### config.mk
export PLATFORM = sky130hd
export DESIGN_NAME = player_ctrl
export DESIGN_NICKNAME = d
export VERILOG_FILES = /design/src/rtl/game_pkg.sv /design/src/rtl/key_repeat.sv /design/src/rtl/player_ctrl.sv
export SDC_FILE = /design/constraint.sdc
export NUM_CORES = 1
export LEC_CHECK = 0
export ABC_AREA = 0
export BUFFER_PORTS_ARGS = -buffer_cell sky130_fd_sc_hd__buf_2
export CAP_MARGIN = 20
export CORE_MARGIN = 2
export CORE_UTILIZATION = 64
export CTS_BUF_LIST = sky130_fd_sc_hd__clkbuf_8
export CTS_CLUSTER_DIAMETER = 40
export DETAILED_ROUTE_END_ITERATION = 12
export PLACE_DENSITY = 0.89
export REMOVE_ABC_BUFFERS = 1
export SLEW_MARGIN = 20
export SYNTH_ARGS = -nofsm -noshare
export SYNTH_HDL_FRONTEND = slang
export SYNTH_HIERARCHICAL = 1
export SYNTH_SLANG_ARGS = --single-unit
### constraint.sdc
create_clock -name clk -period 12.5 [get_ports clk]
set_clock_uncertainty 0.1 [all_clocks]
set_input_delay 2.5 -clock clk [delete_from_list [all_inputs] [get_ports clk]]
set_output_delay 2.5 -clock clk [all_outputs]
set_load 0.05 [all_outputs]
### src/rtl/game_pkg.sv
// Shared tile-game definitions: direction encodings, map defaults, and the
// walk_able bit index helper, so the pixel generator and the player controllers
// agree on the tile ordering.
package game_pkg;

  localparam int HTILES_DEF = 10;
  localparam int VTILES_DEF = 6;

  typedef enum logic [2:0] {
    DIR_NONE  = 3'd0,
    DIR_UP    = 3'd1,
    DIR_DOWN  = 3'd2,
    DIR_LEFT  = 3'd3,
    DIR_RIGHT = 3'd4
  } dir_e;

  typedef enum logic {
    KR_IDLE = 1'b0,
    KR_HOLD = 1'b1
  } kr_state_e;

  // Row-major tile index: bit v*htiles+h of walk_able describes tile (h,v).
  function automatic int tile_idx(input int h, input int v, input int htiles = HTILES_DEF);
    return v * htiles + h;
  endfunction

endpackage

### src/rtl/key_repeat.sv
// Key auto-repeat: turns a held direction into step strobes. The first strobe
// fires on the press, the next after REPEAT_FIRST cycles, then every
// REPEAT_NEXT cycles. A direction change restarts the sequence.
// stall_i freezes the whole machine for one edge (used when a bomb drop wins
// the edge); clear_i forces it back to IDLE.
module key_repeat
  import game_pkg::*;
#(
  parameter int REPEAT_FIRST = 25000000,
  parameter int REPEAT_NEXT  = 12500000,
  parameter int CNT_W        = 28
) (
  input  logic clk,
  input  logic rst,
  input  dir_e dir_i,
  input  logic stall_i,
  input  logic clear_i,
  output logic step_o
);

  kr_state_e        state_q, state_d;
  logic [CNT_W-1:0] cnt_q, cnt_d;
  dir_e             ldir_q, ldir_d;

  // State, repeat counter and latched direction registers.
  always_ff @(posedge clk) begin
    if (rst) begin
      state_q <= KR_IDLE;
      cnt_q   <= '0;
      ldir_q  <= DIR_NONE;
    end else begin
      state_q <= state_d;
      cnt_q   <= cnt_d;
      ldir_q  <= ldir_d;
    end
  end

  // Next-state and step strobe; a stall holds everything and suppresses the step.
  always_comb begin
    state_d = state_q;
    cnt_d   = cnt_q;
    ldir_d  = ldir_q;
    step_o  = 1'b0;
    if (clear_i) begin
      state_d = KR_IDLE;
      cnt_d   = '0;
      ldir_d  = DIR_NONE;
    end else if (!stall_i) begin
      case (state_q)
        KR_IDLE: begin
          if (dir_i != DIR_NONE) begin
            step_o  = 1'b1;
            cnt_d   = CNT_W'(REPEAT_FIRST - 1);
            ldir_d  = dir_i;
            state_d = KR_HOLD;
          end
        end
        KR_HOLD: begin
          if (dir_i == DIR_NONE) begin
            state_d = KR_IDLE;
            cnt_d   = '0;
          end else if (dir_i != ldir_q) begin
            step_o = 1'b1;
            cnt_d  = CNT_W'(REPEAT_FIRST - 1);
            ldir_d = dir_i;
          end else if (cnt_q == '0) begin
            step_o = 1'b1;
            cnt_d  = CNT_W'(REPEAT_NEXT - 1);
          end else begin
            cnt_d = cnt_q - CNT_W'(1);
          end
        end
        default: state_d = KR_IDLE;
      endcase
    end
  end

endmodule

### src/rtl/player_ctrl.sv
// Per-player movement and bomb-drop controller. Turns held keys into tile
// steps (bounds- and walkability-checked) and rising bomb-key edges into a
// one-cycle atk pulse with cooldown. A bomb firing takes the edge, so atk is
// always presented with the pre-move position.
module player_ctrl
  import game_pkg::*;
#(
  parameter int HTILES       = HTILES_DEF,
  parameter int VTILES       = VTILES_DEF,
  parameter int START_H      = 0,
  parameter int START_V      = 0,
  parameter int REPEAT_FIRST = 25000000,
  parameter int REPEAT_NEXT  = 12500000,
  parameter int BOMB_CD      = 134217728,
  parameter int CNT_W        = 28
) (
  input  logic                     clk,
  input  logic                     rst,
  input  logic                     key_up,
  input  logic                     key_down,
  input  logic                     key_left,
  input  logic                     key_right,
  input  logic                     key_bomb,
  input  logic                     freeze,
  input  logic [HTILES*VTILES:0]   walk_able,
  output logic [3:0]               cur_h,
  output logic [3:0]               cur_v,
  output logic                     atk,
  output logic                     moved
);

  localparam int IDX_W = $clog2(HTILES * VTILES + 1);

  logic [3:0]       cur_h_q, cur_v_q;
  logic             atk_q, moved_q, bomb_q;
  logic [CNT_W-1:0] cd_q;

  dir_e             dir;
  logic             fire, step, in_range, accept;
  logic [3:0]       tgt_h, tgt_v;
  logic [IDX_W-1:0] idx;

  // Fixed-priority direction select: UP > DOWN > LEFT > RIGHT.
  always_comb begin
    dir = DIR_NONE;
    if (key_up)         dir = DIR_UP;
    else if (key_down)  dir = DIR_DOWN;
    else if (key_left)  dir = DIR_LEFT;
    else if (key_right) dir = DIR_RIGHT;
  end

  assign fire = key_bomb & ~bomb_q & (cd_q == '0) & ~freeze;

  key_repeat #(
    .REPEAT_FIRST (REPEAT_FIRST),
    .REPEAT_NEXT  (REPEAT_NEXT),
    .CNT_W        (CNT_W)
  ) u_rep (
    .clk     (clk),
    .rst     (rst),
    .dir_i   (dir),
    .stall_i (fire),
    .clear_i (freeze),
    .step_o  (step)
  );

  // Neighbour tile in the chosen direction and whether it lies on the map.
  always_comb begin
    tgt_h    = cur_h_q;
    tgt_v    = cur_v_q;
    in_range = 1'b0;
    case (dir)
      DIR_UP: begin
        in_range = (cur_v_q != 4'd0);
        tgt_v    = cur_v_q - 4'd1;
      end
      DIR_DOWN: begin
        in_range = (cur_v_q != 4'(VTILES - 1));
        tgt_v    = cur_v_q + 4'd1;
      end
      DIR_LEFT: begin
        in_range = (cur_h_q != 4'd0);
        tgt_h    = cur_h_q - 4'd1;
      end
      DIR_RIGHT: begin
        in_range = (cur_h_q != 4'(HTILES - 1));
        tgt_h    = cur_h_q + 4'd1;
      end
      default: ;
    endcase
  end

  assign idx    = IDX_W'(tile_idx(int'(tgt_h), int'(tgt_v), HTILES));
  assign accept = step & in_range & walk_able[idx];

  // Position, pulse outputs, bomb edge tracking and cooldown.
  always_ff @(posedge clk) begin
    if (rst) begin
      cur_h_q <= 4'(START_H);
      cur_v_q <= 4'(START_V);
      atk_q   <= 1'b0;
      moved_q <= 1'b0;
      bomb_q  <= 1'b1;
      cd_q    <= '0;
    end else begin
      bomb_q  <= key_bomb;
      atk_q   <= fire;
      moved_q <= accept;
      if (fire)              cd_q <= CNT_W'(BOMB_CD - 1);
      else if (cd_q != '0)   cd_q <= cd_q - CNT_W'(1);
      if (accept) begin
        cur_h_q <= tgt_h;
        cur_v_q <= tgt_v;
      end
    end
  end

  assign cur_h = cur_h_q;
  assign cur_v = cur_v_q;
  assign atk   = atk_q;
  assign moved = moved_q;

endmodule

After elaboration in Yosys (flattened, before gate mapping) --
Index checks and enable logic that the tools add are counted.
Operators by class: add/subtract/negate cells 7, multipliers 1, $lt $le $gt $ge 1, equal/unequal tests 10, mux-type cells 29, bitwise logic cells 9, reduce and logical (&&, ||, !) cells 12
Operators by type and width (count):
- $mux W28 | 4
- $logic_not A28 Y1 | 2
- $pmux W28 S2 | 1
- $sub A28 B1 Y28 const B | 2
- $mux W27 | 2
- $reduce_bool A28 Y1 | 1
- $mux W3 | 7
- $pmux W4 S2 | 2
- $add A4 B1 Y4 const B | 2
- $mux W1 | 8
- $reduce_bool A4 Y1 | 2
- $sub A4 B1 Y4 const B | 2
- $lt A6 B7 Y1 const B | 1
- $add A6 B4 Y6 | 1
- $bmux W1 S6 | 1
- $eq A3 B2 Y1 const B | 2
- $pmux W3 S2 | 1
- $and A1 B1 Y1 | 5
- $mul A4 B3 Y5 const B | 1
- $ne A2 B2 Y1 const B | 2
- $ne A4 B3 Y1 const B | 1
- $ne A4 B4 Y1 const B | 1
- $not A1 Y1 | 4
- $pmux W1 S2 | 2
- other kinds (11) | 12
Storage, ports and cells: flip-flop bits (word level) 71, bits of input ports 69, output and inout port bits 10, logic and storage cells 79

Logic depth before layout (Yosys ltp) --
Gate-level depths: netlist of run 1.
word-level depth 12, gate-level depth with buffers 18, gate-level depth less buffers 17

Hierarchy --
The synthesis of run 1 kept the hierarchy.
By module, submodules not included:
- player_ctrl | times used 1, cells each 383, area each 3174.3 um2, sequential area each 780.7 um2
- key_repeat | times used 1, cells each 225, area each 1850.5 um2, sequential area each 640.6 um2

Least setup slack after synthesis of run 1 --
No wires, ideal clock.
kind input to register, start in key_up, end reg cur_v_q[3] (netlist: cur_v[3]), library setup time 0.123 ns, data arrival time 6.384 ns, data required time 12.277 ns, path slack 5.892 ns, cell stages on the path 18, buffers on the path 1, cells stage by stage buf_6 > nor2_2 > nand2_1 > ha_1 > a21o_1 > a21oi_1 > mux2i_1 > nor2_1 > xor2_1 > ha_1 > xnor2_1 > o31ai_1 > a2111oi_0 > o32ai_1 > o311a_1 > a211o_2 > a21oi_2 > mux2_1
Between the ends: elaborated cells on any way between the ends 23, those cells by class 1 x add/sub; 1 x mul; 5 x eq/ne; 12 x mux; 2 x bitwise; 2 x reduce/logical
RTL lines:
- from (decl) | RTL line player_ctrl.sv:19 | input logic key_up,
- $mux W3 (*) | RTL line player_ctrl.sv:46 | if (key_up) dir = DIR_UP;
- $eq A3 B3 Y1 / $eq A3 B2 Y1 (equally long branches) | RTL line player_ctrl.sv:72 | case (dir)
- $pmux W4 S2 (*) | RTL line player_ctrl.sv:72
- net tgt_h[3] | RTL line player_ctrl.sv:40 | logic [3:0] tgt_h, tgt_v;
- $add A6 B4 Y6 (*) | RTL line game_pkg.sv:24 | return v * htiles + h;
- $bmux W1 S6 (*) | RTL line player_ctrl.sv:94 | assign accept = step & in_range & walk_able[idx];
- $mux W1 (implied by the code) (*) | RTL line player_ctrl.sv:94
- $and A1 B1 Y1 (*) | RTL line player_ctrl.sv:94
- to (signal assigned) | RTL line player_ctrl.sv:100 | cur_v_q <= 4'(START_V);
- to (signal assigned) | RTL line player_ctrl.sv:113 | cur_v_q <= tgt_v;
- to (decl) | RTL line player_ctrl.sv:34 | logic [3:0] cur_h_q, cur_v_q;
Mark *: on every way through the listed nets, which the timed path passes. The rest lies on a longest branch. The select of a mux whose other input is x is not followed. A chain may end at the register's enable or synchronous reset.

Final worst setup path of run 1 --
start in key_down, end reg cur_v_q[3] (netlist: cur_v[3])
Between the ends: elaborated cells on any way between the ends 24, those cells by class 1 x add/sub; 1 x mul; 5 x eq/ne; 13 x mux; 2 x bitwise; 2 x reduce/logical
RTL lines:
- from (decl) | RTL line player_ctrl.sv:20 | input logic key_down,
- $mux W3 (*) | RTL line player_ctrl.sv:47 | else if (key_down) dir = DIR_DOWN;
- $mux W3 (*) | RTL line player_ctrl.sv:46
- $eq A3 B3 Y1 / $eq A3 B2 Y1 (equally long branches) | RTL line player_ctrl.sv:72
- $pmux W4 S2 (*) | RTL line player_ctrl.sv:72
- net tgt_h[3] | RTL line player_ctrl.sv:40
- $add A6 B4 Y6 (*) | RTL line game_pkg.sv:24
- $bmux W1 S6 (*) | RTL line player_ctrl.sv:94
- $mux W1 (implied by the code) (*) | RTL line player_ctrl.sv:94
- $and A1 B1 Y1 (*) | RTL line player_ctrl.sv:94
Marks and branches as above.

==> results of run 1 <==
-- cell usage after synthesis (15+ instances only) --
cell type,number
a21oi_1,44
dfxtp_1,71
inv_1,23
nand2_1,33
nand3_1,16
nor2_1,57
nor3_1,34
nor4_1,15
o21ai_0,26
xnor2_1,16
-- metrics by stage --
step	hold slack [ns]	utilization	cell area (um2)	cells	setup WS, ns
after floorplan	0.3335	-	4875	578	5.739
after global placement	0.3438	0.7062	5400	759	5.186
after detailed placement	0.3542	0.7062	5400	759	5.013
after CTS	0.3646	0.7302	5584	775	5.400
after global routing	0.3894	0.7305	5587	775	5.231
final	0.3678	0.7305	5587	775	5.520
-- flip-flops by register name (all words and copies together) (netlist names) --
name           cells
u_rep/state_q      1
moved              1
cur_h              4
u_rep/ldir_q       3
atk                1
cur_v              4
u_rep/cnt_q       28
cd_q              28
bomb_q             1
-- worst min-delay path, cell delays in order, from the launching register on --
cell     delay (ns)
dfxtp_1        0.32
nand2_1        0.05
a21oi_1        0.05
-- final timing paths --
kind	startpoint	end	slack (ns)
max	key_down	cur_v[3]	5.52
min	u_rep/state_q	u_rep/state_q	0.37
max reg2reg	cur_h[0]	cur_v[3]	7.01
min reg2reg	u_rep/state_q	u_rep/state_q	0.37
-- cell families (layout without fill, tap and decap cells) --
logic type | Yosys count | in the layout | share of synthesized area
xor+xnor | 30 | 30 | 0.05229
fa+ha+maj | 16 | 16 | 0.04432
simple gates | 232 | 232 | 0.2542
mux | 23 | 23 | 0.06076
buf+inv | 54 | 119 | 0.04781
flops | 71 | 71 | 0.2829
compound gates | 182 | 182 | 0.2577
-- final cells by class --
| class | count | area share |
|---|---|---|
| Multi-Input combinational cell | 483 | 0.6025 |
| Sequential cell | 71 | 0.2544 |
| Timing Repair Buffer | 79 | 0.07122 |
| Clock buffer | 11 | 0.02710 |
| Tap cell | 102 | 0.02284 |
| Inverter | 24 | 0.01613 |
| Clock inverter | 5 | 0.005823 |
-- power breakdown --
group	switching (mW)	total, mW	internal, mW
registers	0.0564	0.331	0.274
clock network	0.0853	0.168	0.0824
logic	0.375	0.640	0.264
total	0.517	1.14	0.621
-- routing by layer --
metal / track usage / up-vias / wire length [um]
met5: 0 / - / 0
met4: 0.1070 / 0 / 231
met3: 0.05777 / 25 / 911
met2: 0.5401 / 229 / 6464
met1: 0.3975 / 2487 / 5532
li1: - / 2419 / -
==> metrics.md, run 1 <==
| Metric | Value |
|---|---|
| # hold bufs at CTS | 0 |
| Max-Cap Viols | 0 |
| Maximum clock rate | 143.3 MHz |
| CTS sink cnt | 71 |
| Post-synth EDFFs | 0 |
| TritonRoute pass-1 iters | 5 |
| Routed WL per cell | 16.95 um |
| Setup bufs post-CTS | 0 |
| Reg2Reg Depth | 13 |
| Synth cell types | 84 |
| N_diodes | 0 |
| Actual slew at the worst max-slew pin | 0.9743 ns |
| Area delta synth->final | 11.18% |
| Power Total | 1.138 mW |
| WP data arrival | 7.12 ns |
| IO Count | 79 |
| Setup TNS | 0 ns |
| Largest net degree at the start of global routing | 45 |
| DP HPWL | 9.545 mm |
| Total Routing Usage GR | 0.3147 |
| Most common cell after layout, fill and taps aside | buf_2 |
| Critical Path, Cell by Cell | buf_2, nor2_2, nand2_1, ha_1, a21o_1, a21oi_1, mux2i_1, nor2_1, xor2_1, ha_1, xnor2_1, o31ai_1, a2111oi_0, o32ai_1, o311a_1, a211o_2, a21oi_2, mux2_1 |
| Die width | 92.61 um |
| Initial antenna violation count | 0 |
| Post-synthesis sequential area ratio | 0.2829 |
| Cts repair resizes | 0 |
| IO Port Bufs | 78 |
| Number of hold violations in the final report | 0 |
| 1st-iter DRT viols | 366 |
| Slew Limit Fails | 0 |
| Initial Util | 0.6571 |
| Status | finished clean |
| WL final | 13.14 mm |
| Post-synth top area share | 0.2829 |
| Clock buffer count from CTS | 9 |
| CP max FO | 8 |
| Clock Tree Root | clkbuf_8 |
| WP buf/inv | 1 |
| P_leak | 2.260 nW |
| CP Depth | 18 |
| Most frequent cells in the layout | buf_2 (78), dfxtp_1 (71), nor2_1 (57), a21oi_1 (44), nor3_1 (34) |
| Slowest stage delay, CP | 0.55 ns |
| Peak supply drop | 0.1976 mV |
| Die height | 92.61 um |
| Slowest-stage cell, CP | xnor2_1 |
| Final net count | 753 |
| Clock Latency Late Sink | 0.35 ns |
| CP required | 12.64 ns |
| Grt ovf | 0 |
| CTS H-tree lvls | 3 |
| Footprint of the multi-input gates | 0.003366 mm2 |
| PwrDens | 203.7 mW/mm2 |
| CTS tree | built |
| Maximum root-to-sink buffer count | 2 |
| Register bit total from synthesis | 71 |
| Worst hold stages | 2 |
| Yosys warning count | 6 |
| Max-slew headroom | 0.3480 |
| Setup-failing EPs final | 0 |
| Synth top area cells | dfxtp_1 (28%), a21oi_1 (4.4%), nor2_1 (4.3%) |
| Tmin final | 6.980 ns |
| Post-route DRC | 0 |
| Asr flop ratio synth | 0 |
| CP endpoint kind | flop |
| Share of cells above drive strength 1 | 0.2051 |
| Filler cell count | 607 |
| Cell repeated most along the worst path | ha_1 |
| Via count | 5160 |
| Tcrit/Tclk final | 0.5584 |
| Worst Hold Class | flop to flop |
| Synthesized area | 0.005025 mm2 |
| Cell Rows | 32 |
| RSZ-0062 raised after global routing | no |
| Die area | 0.008576 mm2 |
| Crit Path Class | input port to flop |
| Vias in the first global route | 4826 |
| Core ar. | 0.007647 mm2 |
| Routability cong. | 0.9367 |
| Clk slew on worst S/H paths | 0.07 ns |
| Synth Flop Type | dfxtp_1 |
| FF+latch area | 0.001421 mm2 |
| Detail Route Antenna Nets | 0 |
| Mapped Cells | 608 |
| Syn_area_per_cell | 8.265 um2 |
| CP delay by family, top | compound AO/OA/AOI/OAI gates |
| Vias per inst | 6.658 |
| Startpoint type of the worst setup path | input port |
| First-pass GRT wire length | 22.05 mm |
| Cell type with the largest total area after synthesis | dfxtp_1 |
No activity file was read; power rests on OpenSTA's default activity.
==> run 2, diff against run 1 <==
--- a/config.mk
+++ b/config.mk
@@ -9,11 +9,11 @@
 export BUFFER_PORTS_ARGS = -buffer_cell sky130_fd_sc_hd__buf_2
 export CAP_MARGIN = 20
 export CORE_MARGIN = 2
-export CORE_UTILIZATION = 64
+export CORE_UTILIZATION = 54
 export CTS_BUF_LIST = sky130_fd_sc_hd__clkbuf_8
 export CTS_CLUSTER_DIAMETER = 40
 export DETAILED_ROUTE_END_ITERATION = 12
-export PLACE_DENSITY = 0.89
+export PLACE_DENSITY = 0.8
 export REMOVE_ABC_BUFFERS = 1
 export SLEW_MARGIN = 20
 export SYNTH_ARGS = -nofsm -noshare
==> constraint.sdc (replaced) <==
create_clock -name clk -period 6.3 [get_ports clk]
set_clock_uncertainty 0.1 [all_clocks]
set_input_delay 1.26 -clock clk [delete_from_list [all_inputs] [get_ports clk]]
set_output_delay 1.26 -clock clk [all_outputs]
set_load 0.05 [all_outputs]
==> metrics.md, run 2 (synthesis results as in run 1) <==
| Metric | Value |
|---|---|
| Status | finished clean |
| Post-route DRC | 0 |
| RSZ-0062 raised after global routing | no |
| Biggest regs | cd_q: 28 flops, u_rep/cnt_q: 28 flops |
| Combinational power share | 0.528 |
| Final net count | 755 |
| Initial Util | 0.5490 |
| Largest net degree at the start of global routing | 45 |
| Vias per inst | 6.308 |
| Crit Path Class | input port to flop |
| First-pass GRT wire length | 21.49 mm |
| Area delta synth->final | 13.00% |
| Vias in the first global route | 4640 |
| Final Cell Area | 0.005678 mm2 |
| Tcrit/Tclk final | 0.8949 |
| Most frequent cells in the layout | buf_2 (78), dfxtp_1 (71), nor2_1 (57), a21oi_1 (44), nor3_1 (34) |
| WP data arrival | 5.80 ns |
| Sequential share of power | 0.276 |
| CTS sink cnt | 71 |
| Die height | 100.5 um |
| Slew Limit Fails | 0 |
| Cell repeated most along the worst path | fa_1 |
| PwrDens | 418.1 mW/mm2 |
| Clock Tree Root | clkbuf_8 |
| Setup-failing EPs final | 0 |
| Cell Rows | 35 |
| WL final | 12.96 mm |
| Via count | 4958 |
| Slowest stage delay, CP | 0.62 ns |
| Cts repair resizes | 0 |
| Worst Hold Class | flop to flop |
| Tmin final | 5.638 ns |
| Critical Path, Cell by Cell | buf_2, nor2_2, nand2_1, inv_1, fa_1, o21ai_0, ha_1, fa_1, buf_4, nor2b_1, a211oi_1, a2111oi_0, o32ai_1, o311a_1, a211o_2, a21oi_2, mux2_1 |
| P_leak | 2.304 nW |
| Footprint of the multi-input gates | 0.003363 mm2 |
| Placed cell area | 0.005426 mm2 |
| DP HPWL | 9.599 mm |
| Clock buffer count from CTS | 9 |
| Maximum root-to-sink buffer count | 2 |
| Dpl ws | 0.3987 ns |
| Most common cell after layout, fill and taps aside | buf_2 |
| CTS tree | built |
| Setup bufs post-CTS | 0 |
| 1st-iter DRT viols | 345 |
| Pint | 1.345 mW |
| Clock power share | 0.196 |
| Grt ovf | 0 |
| CP delay by family, top | compound AO/OA/AOI/OAI gates |
| Number of hold violations in the final report | 0 |
| Die area | 0.01009 mm2 |
| Initial antenna violation count | 0 |
| Setup TNS | 0 ns |
| IO Count | 79 |
| CP endpoint kind | flop |
| Actual slew at the worst max-slew pin | 0.9878 ns |
| Slowest-stage cell, CP | fa_1 |
| Max-Cap Viols | 0 |
| Share of cells above drive strength 1 | 0.2074 |
| TritonRoute pass-1 iters | 5 |
| Maximum clock rate | 177.4 MHz |
| Filler cell count | 776 |
| IO Port Bufs | 78 |
| P_sw | 1.029 mW |
| Sw Ratio | 0.4333 |
| FF+latch area | 0.001421 mm2 |
| # hold bufs at CTS | 0 |
| N_diodes | 0 |
| Peak supply drop | 0.3379 mV |
| CP required | 6.46 ns |
| CP max FO | 17 |
| Routed WL per cell | 16.48 um |
| CTS H-tree lvls | 3 |
| Routability cong. | 0.9698 |
| WP buf/inv | 3 |
| Detail Route Antenna Nets | 0 |
| Fin worst setup slack | 0.6624 ns |
| Max-slew headroom | 0.3390 |
| Clk slew on worst S/H paths | 0.08 ns |
| Clock Latency Late Sink | 0.37 ns |
| Die width | 100.5 um |
| Total Routing Usage GR | 0.2616 |
| Core ar. | 0.009153 mm2 |
| Startpoint type of the worst setup path | input port |
==> run 2: cell types whose count changed in the layout (fill, tap and decap cells not counted), moves of 2 or more <==
cell | previous run | this run
buf_4 | 1 | 3
bufinv_16 | 0 | 3
clkbuf_8 | 11 | 9
clkinv_4 | 0 | 2
clkinvlp_4 | 2 | 0
==> run 2: path summary, 6_finish.rpt <==
check / start / to / slack, ns / cells after the start
setup reg to reg: cur_h[0] / cur_v[3] / 0.84 / 13
hold reg to reg: u_rep/state_q / u_rep/state_q / 0.37 / 2
hold / removal: u_rep/state_q / u_rep/state_q / 0.37 / 2
setup / recovery: key_down / cur_v[3] / 0.66 / 17
==> run 2: worst reg2reg max path, cell delays in order, from the launching register on <==
cell and delay, ns:
dfxtp_1 0.80, clkinv_1 0.50, fa_1 0.64, o21ai_0 0.12, ha_1 0.25, fa_1 0.82, buf_4 0.33, a211oi_1 0.11
a2111oi_0 0.50, o32ai_1 0.14, o311a_1 0.19, a211o_2 0.39, a21oi_2 0.16, mux2_1 0.32
==> run 2: layout make-up <==
| class | count | share of cell area |
|---|---|---|
| clock buffers | 9 | 0.02182 |
| clock inverters | 7 | 0.02248 |
| inverters | 24 | 0.01587 |
| multi-input cells | 483 | 0.5923 |
| flip-flops and latches | 71 | 0.2503 |
| well taps | 111 | 0.02446 |
| repair buffers | 81 | 0.07272 |
==> run 2: through the flow <==
step | util | power (mW) | instances | hold slack [ns]
after global routing | 0.6204 | 2.546 | 786 | 0.3902
after CTS | 0.6204 | 2.362 | 786 | 0.3675
final | 0.6204 | 2.374 | 786 | 0.3664
after floorplan | - | 1.631 | 578 | 0.3335
after global placement | 0.5929 | 1.859 | 770 | 0.3440
after detailed placement | 0.5929 | 1.894 | 770 | 0.3560
==> run 2: layer usage <==
metal  share of wire  up-vias  global-route usage
li1                -     2412                   -
met1            0.44     2307              0.3419
met2            0.47      210              0.4254
met3           0.067       29             0.04300
met4           0.023        0              0.1180
met5               0        -                   0
==> run 2: power by group through the flow <==
stage | combinational, mW | clock (mW) | sequential (mW)
finish | 1.25 | 0.466 | 0.654
global route | 1.39 | 0.489 | 0.668
CTS | 1.24 | 0.470 | 0.652
detailed placement | 1.23 | 0 | 0.661
global placement | 1.20 | 0 | 0.654
floorplan | 0.964 | 0 | 0.667
